===== src/rtl/sha_core_job_loader.sv =====
// Assembles an 11-word mining job (midstate a..h, tail w1..w3) into a shadow buffer and
// hands it to a SHA core with a one-cycle newblock pulse. Build option: LOADER_BYTESWAP_EN.
module sha_core_job_loader #(
  parameter int COUNT_W      = 8,
  parameter bit ABORT_ON_NEW = 1'b0
) (
  input  logic               clk,
  input  logic               rst,
  input  logic               in_valid,
  output logic               in_ready,
  input  logic [31:0]        in_word,
  input  logic               in_last,
  input  logic               core_done,
  output logic               out_valid,
  output logic               out_newblock,
  output logic [255:0]       out_hashstate,
  output logic [31:0]        out_w1,
  output logic [31:0]        out_w2,
  output logic [31:0]        out_w3,
  output logic               busy,
  output logic               frame_err,
  output logic [COUNT_W-1:0] jobs_issued
);

  // state    | meaning
  // ST_IDLE  | no job presented to the core; waits for a full shadow
  // ST_ISSUE | first cycle of a new job, newblock asserted
  // ST_RUN   | core working on the active job, waits for core_done
  typedef enum logic [1:0] {
    ST_IDLE  = 2'd0,
    ST_ISSUE = 2'd1,
    ST_RUN   = 2'd2
  } state_t;

  state_t r_state;
  state_t w_state_nxt;

  logic [3:0]         r_cnt;
  logic [31:0]        r_shadow [11];
  logic               r_shadow_full;
  logic               r_in_ready;
  logic               r_frame_err;
  logic [255:0]       r_hash;
  logic [31:0]        r_w1;
  logic [31:0]        r_w2;
  logic [31:0]        r_w3;
  logic [COUNT_W-1:0] r_jobs;

  logic        w_hs;
  logic        w_word_end;
  logic        w_bad;
  logic        w_good_last;
  logic        w_load;
  logic [31:0] w_word;

`ifdef LOADER_BYTESWAP_EN
  assign w_word = {in_word[7:0], in_word[15:8], in_word[23:16], in_word[31:24]};
`else
  assign w_word = in_word;
`endif

  assign w_hs        = in_valid & r_in_ready;
  assign w_word_end  = (r_cnt == 4'd10);
  assign w_bad       = w_hs & (in_last != w_word_end);
  assign w_good_last = w_hs & in_last & w_word_end;

  // Framing: a bad word is dropped and the partial job is abandoned by rewinding the count.
  always_ff @(posedge clk) begin
    if (rst) begin
      r_cnt         <= 4'd0;
      r_shadow_full <= 1'b0;
      r_in_ready    <= 1'b1;
      r_frame_err   <= 1'b0;
    end else begin
      r_frame_err <= w_bad;
      if (w_hs) begin
        if (w_bad || w_word_end) begin
          r_cnt <= 4'd0;
        end else begin
          r_cnt <= r_cnt + 4'd1;
        end
      end
      if (w_good_last) begin
        r_shadow_full <= 1'b1;
        r_in_ready    <= 1'b0;
      end else if (w_load) begin
        r_shadow_full <= 1'b0;
        r_in_ready    <= 1'b1;
      end
    end
  end

  always_ff @(posedge clk) begin
    if (w_hs && !w_bad) begin
      r_shadow[r_cnt] <= w_word;
    end
  end

  always_ff @(posedge clk) begin
    if (rst) begin
      r_state <= ST_IDLE;
    end else begin
      r_state <= w_state_nxt;
    end
  end

  always_comb begin
    w_state_nxt = r_state;
    w_load      = 1'b0;
    case (r_state)
      ST_IDLE: begin
        if (r_shadow_full) begin
          w_load      = 1'b1;
          w_state_nxt = ST_ISSUE;
        end
      end
      ST_ISSUE: begin
        w_state_nxt = ST_RUN;
      end
      ST_RUN: begin
        if (r_shadow_full && (core_done || ABORT_ON_NEW)) begin
          w_load      = 1'b1;
          w_state_nxt = ST_ISSUE;
        end else if (core_done) begin
          w_state_nxt = ST_IDLE;
        end
      end
      default: begin
        w_state_nxt = ST_IDLE;
      end
    endcase
  end

  // Output data only moves on a transfer, so the last job stays visible in IDLE.
  always_ff @(posedge clk) begin
    if (rst) begin
      r_hash <= '0;
      r_w1   <= '0;
      r_w2   <= '0;
      r_w3   <= '0;
    end else if (w_load) begin
      r_hash <= {r_shadow[0], r_shadow[1], r_shadow[2], r_shadow[3],
                 r_shadow[4], r_shadow[5], r_shadow[6], r_shadow[7]};
      r_w1   <= r_shadow[8];
      r_w2   <= r_shadow[9];
      r_w3   <= r_shadow[10];
    end
  end

  always_ff @(posedge clk) begin
    if (rst) begin
      r_jobs <= '0;
    end else if (r_state == ST_ISSUE) begin
      r_jobs <= r_jobs + 1'b1;
    end
  end

  assign in_ready      = r_in_ready;
  assign out_valid     = (r_state != ST_IDLE);
  assign out_newblock  = (r_state == ST_ISSUE);
  assign busy          = (r_state != ST_IDLE);
  assign frame_err     = r_frame_err;
  assign out_hashstate = r_hash;
  assign out_w1        = r_w1;
  assign out_w2        = r_w2;
  assign out_w3        = r_w3;
  assign jobs_issued   = r_jobs;

endmodule


===== config.mk =====
export PLATFORM = sky130hd
export DESIGN_NAME = sha_core_job_loader
export DESIGN_NICKNAME = d
export VERILOG_FILES = /design/src/rtl/sha_core_job_loader.sv
export SDC_FILE = /design/constraint.sdc
export NUM_CORES = 1
export LEC_CHECK = 0
export ABC_CLOCK_PERIOD_IN_PS = 3600
export CAP_MARGIN = 20
export CORE_UTILIZATION = 53
export DETAILED_ROUTE_END_ITERATION = 6
export PLACE_DENSITY = 0.76
export SYNTH_ARGS = -nofsm -noshare
export SYNTH_HDL_FRONTEND = slang
export SYNTH_SLANG_ARGS = --single-unit

===== constraint.sdc =====
create_clock -name clk -period 3.6 [get_ports clk]
set_clock_uncertainty 0.1 [all_clocks]
set_input_delay 0.9 -clock clk [delete_from_list [all_inputs] [get_ports clk]]
set_output_delay 0.9 -clock clk [all_outputs]
set_load 0.05 [all_outputs]

==> results of run 1 <==
-- cells in the final DEF, fill, tap and decap left out, drive strengths merged, types with 4 or more instances in the layout --
cell / n
a21oi: 362
and2: 10
buf: 54
bufinv: 4
clkbuf: 104
clkdlybuf4s50: 400
clkinv: 15
dfxtp: 369
edfxtp: 352
ha: 5
inv: 6
nand2: 7
nand2b: 4
nand3: 354
nor2: 6
o21ai: 355
or4: 4
-- worst max-delay path, cell delays in order (launching register included) --
cell	delay, ns
dfxtp_1	0.42
nor2b_1	0.41
clkdlybuf4s50_1	0.89
-- final timing paths --
| path | start | end | slack (ns) | depth (start not counted) |
|---|---|---|---|---|
| worst min register to register | out_hashstate[250] | out_hashstate[250] | 0.38 | 2 |
| worst min-delay path | out_hashstate[250] | out_hashstate[250] | 0.38 | 2 |
| worst max-delay path | r_state[1] | out_newblock | 0.29 | 2 |
| worst max register to register | r_cnt[0] | r_shadow[9][13] | 1.28 | 6 |
-- cells by family (layout without fill, tap and decap cells) --
kind of cell	count (synthesis)	in the layout	synth area share, %
AOI/OAI and AO/OA	722	722	14.6
DFF	721	721	72.5
and+or+nand+nor	406	406	8.45
buffers and inverters	206	584	3.91
adders and majority gates	5	5	0.253
xor gates and xnor gates	4	4	0.142
muxes	2	2	0.0859
other	0	1	0
-- per-stage QoR --
step / power [mW] / instance area [um2] / worst slack (ns) / instances
6_report: 16.1 / 31600 / 0.294 / 3045
4_1_cts: 16.2 / 31600 / 0.271 / 3044
3_5_place_dp: 9.13 / 29400 / 0.579 / 2919
2_1_floorplan: 8.88 / 24800 / 0.706 / 2066
5_1_grt: 16.5 / 31600 / 0.249 / 3044
3_3_place_gp: 9.12 / 29300 / 0.638 / 2916
-- area by class of cell --
class	count	share of cell area, %
repair buffers	454	15.1
clock inverters	21	0.666
inverters	5	0.0594
flip-flops and latches	721	56.9
well taps	600	2.38
diodes	1	0.00792
clock buffers	104	6.37
multi-input cells	1139	18.6
-- flip-flops by register name, summed over array words and instances (netlist names) --
signal / cells
r_shadow: 352
out_hashstate: 256
out_w1: 32
out_w2: 32
out_w3: 32
jobs_issued: 8
r_cnt: 4
r_state: 2
frame_err: 1
in_ready: 1
r_shadow_full: 1
-- power by group through the flow --
stage | combinational, mW | sequential [mW] | clock (mW)
floorplan | 0.0744 | 8.81 | 0
global route | 0.332 | 8.63 | 7.56
global placement | 0.309 | 8.81 | 0
CTS | 0.322 | 8.63 | 7.22
detailed placement | 0.322 | 8.81 | 0
finish | 0.327 | 8.63 | 7.17
-- routing by layer --
layer | vias to the layer above | global-route usage [%] | wire, um | share of wire (%)
met2 | 1077 | 48.3 | 35200 | 48
met4 | 0 | 11.4 | 2470 | 3.3
met1 | 8956 | 42.0 | 28400 | 38
li1 | 8237 | - | - | -
met3 | 137 | 6.81 | 8020 | 11
met5 | - | 0 | 0 | 0
==> flow_summary_export.csv, run 1 <==
group,metric,value,unit
outcome,status,"finished clean",
synth,ys.warnings.count,0,
place,dp_hpwl,44.1,mm
floorplanning,die_w,218,um
cts,cts_hold_buf,0,
critical_path,cp_max_fo,6,
cts,cts_max_path_buffers,3,
layout,nFillCells,3278,
sta,fmax,303,MHz
drt,drc,0,
sta,setup_viol,0,
layout,nets,2433,
cts,numCtsBuffers,70,
power_and_ir_drop,power_density,510,nW/um2
power_and_ir_drop,power_frac_comb,2.0,%
critical_path,end_kind,"output pin",
power_and_ir_drop,power.leakage,9.88,nW
floorplanning,core_area,45800,um2
sta,period_minus_slack,3.31,ns
synth,synth_nets,2108,
cts,htreeDepth,3,
cts,cts-root-buf,"clkbuf_16",
sta,hold_viol,0,
synth,ys.flop_type,"dfxtp_1",
critical_path,start_kind,"flip-flop",
drt,first_iter_violations,2416,
layout,regArea,18000,um2
sta,tightestPinTransition,1.22,ns
cts,clock_sinks,721,
min_path,hp-class,"reg2reg",
power_and_ir_drop,p_clk_share,44.4,%
grt,overflow,0,
grt,antenna_found_initial,5,
drt,wl_per_cell,24.3,um
floorplanning,num_io_pins,402,
power_and_ir_drop,power_frac_seq,53.5,%
critical_path,arrival,2.31,ns
cts,clkTransAtPathRegs,0.06,ns
drt,detail_route.vias_per_cell,6.04,
synth,synth_top_area_share,42.7,%
grt,grt_pass1_wl,108,mm
synth,ys_seq_area_share,72.5,%
layout,multiInputGateArea,5870,um2
grt,grt_pass1_vias,17245,
sta,relSlewSlack,18.5,%
synth,yosysMostFrequentCell,"dfxtp_1",
synth,synth_cell_types,38,
sta,setup_tns,0,ns
power_and_ir_drop,switching_share,20.3,%
drt,vias,18407,
floorplanning,die_h,218,um
drt,antenna_left,0,
synth,synthArstFlopShare,0,%
grt,grt_max_degree,178,
power_and_ir_drop,internal_power,12.9,mW
floorplanning,rows,78,
synth,synthCells,2066,
grt,groute.usage.overall,30.8,%
cts,cts_tree,"done",
power_and_ir_drop,switching_power,3.27,mW
cts,cts_setup_buffers,0,
drt,drt-pass1-iter-count,6,
critical_path,cp_data_required_time,2.60,ns
floorplanning,fp.dieArea,47600,um2
drt,routed_wl,74.1,mm
critical_path,worstSetupPathType,"reg2out",
cts,post_cts_resized,0,
power_and_ir_drop,peakVddDrop,0.498,mV
cts,clk_latency,0.59,ns
flow_run,drv_cap,0,
synth,synth.top_cells.by_count,"dfxtp_1, a21oi_1, nand3_1",
place,portBuffers,401,
sta,maxSlewViolCount,0,
synth,syn_area,24800,um2
sta,rsz0062_at_grt,"no",
synth,syn_avg_cell_area,12.0,um2
synth,synth_edf_count,352,
layout,drive_above_1_share,6.71,%
layout,fin_util,69.0,%
place,gp_congestion,0.825,
synth,synth_top_cells_by_area,"edfxtp_1, dfxtp_1, a21oi_1",
layout,syn2layout_area_growth,27.6,%
sta,fin_hold_ws,0.375,ns
synth,synth_area_leader_cell,"edfxtp_1",
sta,fin_crit_sh,91.8,%
floorplanning,initial_core_util,54.1,%
synth,ys_ff_latch,721,
(Power assumes the default switching activity.)
==> run 2, diff against run 1 <==
==> config.mk (replaced) <==
export PLATFORM = sky130hd
export DESIGN_NAME = sha_core_job_loader
export DESIGN_NICKNAME = d
export VERILOG_FILES = /design/src/rtl/sha_core_job_loader.sv
export SDC_FILE = /design/constraint.sdc
export NUM_CORES = 1
export LEC_CHECK = 0
export ABC_CLOCK_PERIOD_IN_PS = 4000
export CAP_MARGIN = 20
export CORE_UTILIZATION = 57
export DETAILED_ROUTE_END_ITERATION = 6
export PLACE_DENSITY = 0.81
export SYNTH_ARGS = -nofsm -noshare
export SYNTH_HDL_FRONTEND = slang
export SYNTH_SLANG_ARGS = --single-unit
==> constraint.sdc (replaced) <==
create_clock -name clk -period 4 [get_ports clk]
set_clock_uncertainty 0.1 [all_clocks]
set_input_delay 1 -clock clk [delete_from_list [all_inputs] [get_ports clk]]
set_output_delay 1 -clock clk [all_outputs]
set_load 0.05 [all_outputs]
==> run 2 against run 1 <==
Non-clock buffer count is 12 lower. Clock power is 6.1% lower. Sequential power is 10% lower. Combinational power is 18% lower. Total power is 8.4% lower. Count of clock-buffer cells in the layout is 2 lower. Critical path depth stayed put. Sequential share of layout area is 0.056 points higher. Worst hold slack hardly changed. Via count is 1.4% higher. First-iteration DRC count is 2.7% higher. Critical path type unchanged. Largest power group unchanged. Highest routed layer is now met5.
==> flow_summary_export.csv, run 2 (synthesis results as in run 1) <==
group,metric,value,unit
outcome,status,"finished clean",
cts,cts_tree,"done",
critical_path,cp.depth,2,
min_path,worstHoldPathCells,2,
drt,antenna_left,0,
grt,groute.usage.overall,32.9,%
floorplanning,die_w,210,um
grt,overflow,0,
floorplanning,initial_core_util,58.4,%
grt,grt_max_degree,124,
critical_path,worstPathCellList,"nor2b_1, clkdlybuf4s50_1",
power_and_ir_drop,peakVddDrop,0.449,mV
critical_path,critPathLaunch,"r_state[1]",
floorplanning,core_area,42400,um2
layout,regMostFlops,"r_shadow",
grt,antenna_found_initial,8,
cts,clock_sinks,721,
floorplanning,die_h,210,um
drt,detail_route.vias_per_cell,6.20,
critical_path,critPathMaxStageDelay,0.89,ns
critical_path,end_kind,"output pin",
cts,htreeDepth,3,
layout,nets,2420,
sta,rsz0062_at_grt,"no",
sta,maxSlewViolCount,0,
layout,stdcell_area,31600,um2
critical_path,reg2regPathDepth,5,
floorplanning,fp.dieArea,44300,um2
cts,cts_hold_buf,0,
critical_path,critical_path_buf_inv_count,1,
grt,met3_usage,8.15,%
place,dp_hpwl,42.9,mm
drt,drc,0,
layout,syn2layout_area_growth,27.4,%
drt,drt-pass1-iter-count,6,
cts,cts-root-buf,"clkbuf_16",
cts,cts_setup_buffers,0,
drt,routed_wl,73.9,mm
min_path,holdCritStartpoint,"out_w1[19]",
critical_path,worstReg2RegStart,"r_cnt[0]",
cts,cts_max_path_buffers,3,
drt,first_iter_violations,2481,
layout,final_common_cell,"clkdlybuf4s50_1",
sta,relSlewSlack,18.4,%
layout,layout_common_cells,"clkdlybuf4s50_1, dfxtp_1, a21oi_1",
grt,grt_pass1_vias,17787,
sta,fin_crit_sh,85.5,%
cts,post_cts_resized,0,
place,portBuffers,401,
grt,met1_usage,42.1,%
sta,hold_viol,0,
critical_path,path_delay_family,"buffers and inverters",
sta,fin_hold_ws,0.375,ns
sta,fmax,292,MHz
place,placedCellCount,2884,
flow_run,drv_cap,0,
cts,clkTransAtPathRegs,0.06,ns
critical_path,arrival,2.32,ns
layout,fin_cells,3011,
layout,drive_above_1_share,6.29,%
floorplanning,rows,75,
cts,clk_latency,0.59,ns
drt,vias,18663,
sta,period_minus_slack,3.42,ns
power_and_ir_drop,total_power,14.8,mW
power_and_ir_drop,power.leakage,9.86,nW
critical_path,start_kind,"flip-flop",
critical_path,cp_data_required_time,2.90,ns
critical_path,slowest_stage,"clkdlybuf4s50_1",
layout,largest_reg_flops,352,
grt,grt_pass1_wl,108,mm
floorplanning,num_io_pins,402,
grt,grt_busiest_layer,"met2",
cts,numCtsBuffers,69,
critical_path,worstSetupPathType,"reg2out",
place,gp_congestion,0.837,
min_path,hp-class,"reg2reg",
power_and_ir_drop,power_density,468,nW/um2
critical_path,cp_max_fo,6,
sta,tightestPinTransition,1.22,ns
grt,met2_usage,51.6,%
sta,setup_tns,0,ns
sta,setup_viol,0,
place,dpl-instance-area,29200,um2
drt,wl_per_cell,24.5,um
run 2: cell count changes in the layout (fill, tap and decap cells not counted), moves of 2 or more:
cell / previous run / this run
diode_2: 1 / 3
clkinv_1: 4 / 8
clkbuf_16: 73 / 76
buf_16: 2 / 0
clkbuf_1: 24 / 18
bufinv_16: 4 / 7
clkinv_2: 10 / 4
buf_4: 26 / 18
run 2: stage by stage:
stage	utilization, %	worst slack (ns)
floorplan	-	1.01
global placement	68.8	0.697
detailed placement	68.8	0.687
CTS	74.4	0.564
global route	74.4	0.483
finish	74.4	0.578
run 2: worst paths after layout:
path	end	slack [ns]
setup / recovery	out_newblock	0.58
hold / removal	out_w1[19]	0.38
setup reg to reg	r_shadow[9][16]	1.54
hold reg to reg	out_w1[19]	0.38
run 2: report_power, final:
group	switching [mW]	internal, mW	leakage, nW	total (mW)
clock	2.67	4.06	1.15	6.73
sequential	0.00758	7.76	6.15	7.77
combinational	0.223	0.0443	2.56	0.267
run 2: routing by layer:
metal  share of wire (%)  routed length [um]  up-vias
met1                  37               27300     9023
met2                  47               34900     1232
met5               0.018                  13        -
met4                 5.3                3910        2
met3                  10                7740      207
li1                    -                   -     8199
run 2: area by class of cell:
cell class                 instances  area (um2)
antenna                            3        7.51
clock buffer                     102        2080
inverter                           5        18.8
sequential                       721       18000
multi-input combinational       1139        5870
clock inverter                    22         287
timing repair buffer             442        4610
tap                              577         722
fill                            2749       10900
run 2: worst register-to-register path, stage by stage, from the launching register on:
cell,delay (ns)
dfxtp_1,0.43
inv_1,0.10
ha_1,0.30
xor2_1,0.17
nor3_1,0.22
and2_2,0.73
